==> src/rtl/pll_mgmt_slave.sv <==
// Behavioural PLL reconfiguration responder: shadow/active register sets, a
// RECONF/LOCKWAIT sequencer and the mgmt_waitrequest handshake.
module pll_mgmt_slave #(
  parameter int unsigned RECONF_CYCLES = 16,
  parameter int unsigned LOCK_CYCLES   = 64,
  parameter logic [31:0] N_RST         = 32'h00010000,
  parameter logic [31:0] M_RST         = 32'h00000404,
  parameter logic [17:0] C0_RST        = 18'h00505,
  parameter logic [31:0] MFRAC_RST     = 32'h9745BF27
) (
  input  logic        mgmt_clk,
  input  logic        mgmt_reset,
  input  logic        mgmt_write,
  input  logic        mgmt_read,
  input  logic [5:0]  mgmt_address,
  input  logic [31:0] mgmt_writedata,
  output logic [31:0] mgmt_readdata,
  output logic        mgmt_waitrequest,
  output logic [31:0] cfg_n,
  output logic [31:0] cfg_m,
  output logic [31:0] cfg_mfrac,
  output logic [17:0] cfg_c0,
  output logic [17:0] cfg_c1,
  output logic [17:0] cfg_c2,
  output logic [17:0] cfg_c3,
  output logic        cfg_update,
  output logic        locked
);

  localparam int unsigned CntMax = (RECONF_CYCLES > LOCK_CYCLES) ? RECONF_CYCLES : LOCK_CYCLES;
  localparam int unsigned CntW   = (CntMax > 1) ? $clog2(CntMax) : 1;
  localparam logic [CntW-1:0] ReconfLoad = CntW'(RECONF_CYCLES - 1);
  localparam logic [CntW-1:0] LockLoad   = CntW'(LOCK_CYCLES - 1);

  localparam logic [5:0] AddrMode   = 6'd0;
  localparam logic [5:0] AddrStatus = 6'd1;
  localparam logic [5:0] AddrStart  = 6'd2;
  localparam logic [5:0] AddrN      = 6'd3;
  localparam logic [5:0] AddrM      = 6'd4;
  localparam logic [5:0] AddrC      = 6'd5;
  localparam logic [5:0] AddrMfrac  = 6'd7;

  typedef enum logic [1:0] {StIdle, StReconf, StLockWait} state_e;

  state_e          state_q;
  logic [CntW-1:0] cnt_q;
  logic            mode_q, start_pending_q, locked_q, cfg_update_q;
  logic [31:0]     n_sh_q, m_sh_q, mfrac_sh_q, n_q, m_q, mfrac_q;
  logic [17:0]     c0_sh_q, c1_sh_q, c2_sh_q, c3_sh_q, c0_q, c1_q, c2_q, c3_q;

  logic        stall, wr_acc, rd_acc, start_acc;
  logic [4:0]  c_sel;
  logic        unused_wd;

  assign c_sel     = mgmt_writedata[22:18];
  assign unused_wd = ^mgmt_writedata[31:23];

  // Polling mode lets STATUS reads through so the master can watch for idle.
  always_comb begin
    stall = 1'b0;
    if (state_q == StReconf) begin
      if (mode_q) begin
        stall = !(mgmt_read && !mgmt_write && (mgmt_address == AddrStatus));
      end else begin
        stall = !((cnt_q == '0) && start_pending_q);
      end
    end
  end

  assign mgmt_waitrequest = (mgmt_write | mgmt_read) & stall;
  assign wr_acc           = mgmt_write & ~stall;
  assign rd_acc           = mgmt_read & ~mgmt_write & ~stall;
  assign start_acc        = wr_acc & (mgmt_address == AddrStart);

  always_comb begin
    mgmt_readdata = '0;
    if (rd_acc) begin
      case (mgmt_address)
        AddrMode:   mgmt_readdata = {31'b0, mode_q};
        AddrStatus: mgmt_readdata = {30'b0, locked_q, state_q == StIdle};
        AddrN:      mgmt_readdata = n_sh_q;
        AddrM:      mgmt_readdata = m_sh_q;
        AddrC:      mgmt_readdata = {14'b0, c0_sh_q};
        AddrMfrac:  mgmt_readdata = mfrac_sh_q;
        default:    mgmt_readdata = '0;
      endcase
    end
  end

  always_ff @(posedge mgmt_clk) begin
    if (mgmt_reset) begin
      state_q         <= StLockWait;
      cnt_q           <= LockLoad;
      mode_q          <= 1'b0;
      start_pending_q <= 1'b0;
      locked_q        <= 1'b0;
      cfg_update_q    <= 1'b0;
      n_sh_q          <= N_RST;
      m_sh_q          <= M_RST;
      mfrac_sh_q      <= MFRAC_RST;
      c0_sh_q         <= C0_RST;
      c1_sh_q         <= '0;
      c2_sh_q         <= '0;
      c3_sh_q         <= '0;
      n_q             <= N_RST;
      m_q             <= M_RST;
      mfrac_q         <= MFRAC_RST;
      c0_q            <= C0_RST;
      c1_q            <= '0;
      c2_q            <= '0;
      c3_q            <= '0;
    end else begin
      cfg_update_q <= 1'b0;
      if (wr_acc) begin
        case (mgmt_address)
          AddrMode:  mode_q     <= mgmt_writedata[0];
          AddrN:     n_sh_q     <= mgmt_writedata;
          AddrM:     m_sh_q     <= mgmt_writedata;
          AddrMfrac: mfrac_sh_q <= mgmt_writedata;
          AddrC: begin
            case (c_sel)
              5'd0:    c0_sh_q <= mgmt_writedata[17:0];
              5'd1:    c1_sh_q <= mgmt_writedata[17:0];
              5'd2:    c2_sh_q <= mgmt_writedata[17:0];
              5'd3:    c3_sh_q <= mgmt_writedata[17:0];
              default: ;
            endcase
          end
          default: ;
        endcase
      end
      unique case (state_q)
        StIdle, StLockWait: begin
          if (start_acc) begin
            state_q         <= StReconf;
            cnt_q           <= ReconfLoad;
            locked_q        <= 1'b0;
            start_pending_q <= ~mode_q;
          end else if (state_q == StLockWait) begin
            if (cnt_q == '0) begin
              locked_q <= 1'b1;
              state_q  <= StIdle;
            end else begin
              cnt_q <= cnt_q - 1'b1;
            end
          end
        end
        StReconf: begin
          // A START completing here is the held one; it never retriggers.
          if (cnt_q == '0) begin
            n_q             <= n_sh_q;
            m_q             <= m_sh_q;
            mfrac_q         <= mfrac_sh_q;
            c0_q            <= c0_sh_q;
            c1_q            <= c1_sh_q;
            c2_q            <= c2_sh_q;
            c3_q            <= c3_sh_q;
            cfg_update_q    <= 1'b1;
            cnt_q           <= LockLoad;
            start_pending_q <= 1'b0;
            state_q         <= StLockWait;
          end else begin
            cnt_q <= cnt_q - 1'b1;
          end
        end
        default: state_q <= StLockWait;
      endcase
    end
  end

  assign cfg_n      = n_q;
  assign cfg_m      = m_q;
  assign cfg_mfrac  = mfrac_q;
  assign cfg_c0     = c0_q;
  assign cfg_c1     = c1_q;
  assign cfg_c2     = c2_q;
  assign cfg_c3     = c3_q;
  assign cfg_update = cfg_update_q;
  assign locked     = locked_q;

endmodule

==> config.mk <==
export PLATFORM = sky130hd
export DESIGN_NAME = pll_mgmt_slave
export DESIGN_NICKNAME = d
export VERILOG_FILES = /design/src/rtl/pll_mgmt_slave.sv
export SDC_FILE = /design/constraint.sdc
export NUM_CORES = 1
export LEC_CHECK = 0
export ABC_AREA = 1
export BUFFER_PORTS_ARGS = -buffer_cell sky130_fd_sc_hd__buf_2
export CAP_MARGIN = 5
export CORE_ASPECT_RATIO = 0.5
export CORE_MARGIN = 10
export CORE_UTILIZATION = 43
export CTS_CLUSTER_SIZE = 40
export DETAILED_ROUTE_END_ITERATION = 7
export GPL_ROUTABILITY_DRIVEN = 0
export SLEW_MARGIN = 20
export SYNTH_ARGS = -nofsm -noshare
export SYNTH_HDL_FRONTEND = slang
export SYNTH_SLANG_ARGS = --single-unit
==> constraint.sdc <==
create_clock -name mgmt_clk -period 3.7 [get_ports mgmt_clk]
set_input_delay 0.555 -clock mgmt_clk [delete_from_list [all_inputs] [get_ports mgmt_clk]]
set_output_delay 0.555 -clock mgmt_clk [all_outputs]
set_load 0.05 [all_outputs]
==> results.cfg <==
[outcome]
status = completed

[drt]
ant_nets = 0
drt_iter0_drc = 1055
drt_wl_total_um = 45000
drc = 0
avgRoutedWirePerCell_um = 18.9
vias = 12200
via_per_inst = 5.10
first_pass_iters = 5

[timing]
fin_tns_setup_ns = 0
fmax_mhz = 308
setup_viol = 0
fin_crit_sh_pct = 87.6
final-hold-violation-count = 0
skew_ns = 0.0163
rsz0062_at_grt = false
maxSlewViolCount = 0
fin_crit_ns = 3.24
worst_slew_pin_slew_ns = 1.13
slew_headroom_pct = 24.9
setup_slack_ns = 0.458

[placement]
dp_worst_setup_slack_ns = 0.865
hpwl_um = 29500
io_buffers = 244
placed_area_mm2 = 0.0150

[clocking]
ctsLongestPathBuffers = 3
clock-sinks = 348
clkTransAtPathRegs_ns = 0.07
postCtsSetupBuffers = 0
htreeDepth = 1
cts-root-buf = clkbuf_16
clk_latency_ns = 0.58
cts_resized = 0
cts_tree = built
cts_buffers = 31
hold_buffers = 0

[floorplan]
core_area_mm2 = 0.0306
initial_core_util_pct = 44.1
rows = 45
dieHeight_um = 145
die_area_mm2 = 0.0394
design.portCount = 245
fp.dieW_um = 271

[worst_setup_path]
cp_max_fo = 10
arrival_ns = 2.69
crit_path_end_kind = output port
cp.required_ns = 3.14
crit_path_start_kind = flop
path_class = reg -> out
r2r_slack_ns = 1.23

[global_route]
grt_max_degree = 249
first_global_vias = 11500
gr-total-overflow = 0
grt_pass1_wl_um = 68800
grt_antenna_before_repair = 1
grtUsageTotal_pct = 21.7

[final_layout]
diodes = 0
drive_above_1_share_pct = 18.0
area_growth_pct = 18.1
fill_cells = 3092
finalInstanceArea_mm2 = 0.0160
fin_nets = 1986

[worst_hold_path]
worstHoldPathType = in -> reg

[job]
cap_violations = 0

[power_and_ir_drop]
ir_drop_v = 0.000332
pwr-share-clk_pct = 44.9
power.leakage_nw = 7.33
power_frac_seq_pct = 51.8
pwr_density_cell_mw_per_mm2 = 455
p_int_w = 0.00558
p_total_w = 0.00726
combPwrFrac_pct = 3.3
p_sw_w = 0.00168
swShare_pct = 23.2

[synth]
syn-num-nets = 1811
ys_seq_area_share_pct = 51.5
synth_edf_count = 0
dominantRegCellSynth = dfxtp_1
yosys.cell_types.count = 43
yosys_warnings = 0
postSynth.asyncResetShare_pct = 0
syn_area_per_cell_um2 = 7.65
ys_seq_elements = 348
syn_inst = 1767
syn_area_mm2 = 0.0135
## cell usage after synthesis (all sizes together), types with 2 or more instances
cell type  count  area (um2)
o22ai         24         150
a41oi          3        26.3
dfxtp        348        6970
ha             2        25.0
a22oi         10        75.1
xnor2          2        17.5
nor3           5        36.3
nand4         45         330
nand3         61         335
buf           64         360
a211oi         2        15.0
nor2         366        1440
o211ai        11        82.6
o21ai        254        1270
a31oi          2        12.5
nor4           2        33.8
inv          146         551
nand2        216         833
clkbuf        61         233
a21oi        139         696
## worst max-delay path, cell delays in order, from the launching register on
cell,delay (ns)
dfxtp_1,0.31
inv_1,0.13
ha_1,0.23
nand4_1,0.18
nand3_4,0.22
nand2_1,0.10
inv_1,0.07
nand4_2,0.33
nor2_1,0.34
buf_12,0.18
## sequential cells by signal (all words and copies together) (netlist names), 2 cells and up
name and cells:
mfrac_sh_q 32, cfg_n 32, c0_sh_q 18, n_sh_q 32, m_sh_q 32, cfg_c1 18, cfg_c2 18, cnt_q 6
cfg_c0 18, c1_sh_q 18, cfg_m 32, state_q 2, c3_sh_q 18, c2_sh_q 18, cfg_c3 18, cfg_mfrac 32
## cell families (layout without fill, tap and decap cells)
group / count (synthesis) / after routing / synth area share [%]
adders and majority gates: 2 / 2 / 0.185
DFF: 348 / 348 / 51.5
and+or+nand+nor: 696 / 696 / 22.3
xor gates and xnor gates: 3 / 3 / 0.194
AOI/OAI and AO/OA: 447 / 447 / 17.4
buffers and inverters: 271 / 469 / 8.46
## power by group through the flow
stage	Combinational (W)	Sequential, W	Clock [W]
after floorplan	0.000131	0.00385	0
after CTS	0.000240	0.00376	0.00330
final	0.000241	0.00376	0.00326
after detailed placement	0.000239	0.00385	0
after global routing	0.000261	0.00376	0.00344
after global placement	0.000238	0.00385	0
## final timing paths
path	from	to	cells after the start
setup / recovery	cnt_q[0]$_SDFFE_PP1P_	mgmt_readdata[17]	9
hold / removal	mgmt_writedata[28]	mfrac_sh_q[28]$_SDFFE_PP1P_	3
setup reg to reg	cnt_q[0]$_SDFFE_PP1P_	mfrac_sh_q[10]$_SDFFE_PP1P_	8
hold reg to reg	c3_sh_q[16]$_SDFFE_PP0P_	cfg_c3[16]$_SDFFE_PP0P_	2
## per-stage QoR
| stage | hold slack, ns | instances | utilization (%) |
|---|---|---|---|
| floorplan | 0.430 | 1767 | - |
| global placement | 0.436 | 2332 | 48.9 |
| detailed placement | 0.437 | 2332 | 48.9 |
| CTS | 0.217 | 2388 | 52.1 |
| global route | 0.233 | 2388 | 52.1 |
| finish | 0.234 | 2388 | 52.1 |
## final cells by class
type | count | area (um2) | share of cell area, %
clock buffer | 43 | 901 | 5.64
clock inverter | 13 | 105 | 0.658
inverter | 146 | 559 | 3.50
sequential | 348 | 6970 | 43.6
tap | 423 | 529 | 3.31
timing repair buffer | 267 | 1490 | 9.32
multi-input combinational | 1148 | 5420 | 33.9
## cells in the final DEF, fill, tap and decap left out, types with 31 or more instances in the layout
master / synthesis / layout
buf_2: 48 / 241
nand2_1: 211 / 211
inv_1: 140 / 139
clkbuf_16: 0 / 31
a21oi_1: 139 / 139
nand4_1: 40 / 40
nor2_1: 355 / 354
o21ai_0: 251 / 251
nand3_1: 58 / 58
dfxtp_1: 348 / 348
## layer usage
layer	GRT usage, %	up-vias	part of all wire [%]
met3	5.13	64	6.6
met2	35.9	303	47
met4	5.36	0	2.5
met1	28.1	5708	44
li1	-	6115	-
met5	0	-	0
No activity file was read; power rests on OpenSTA's default activity.
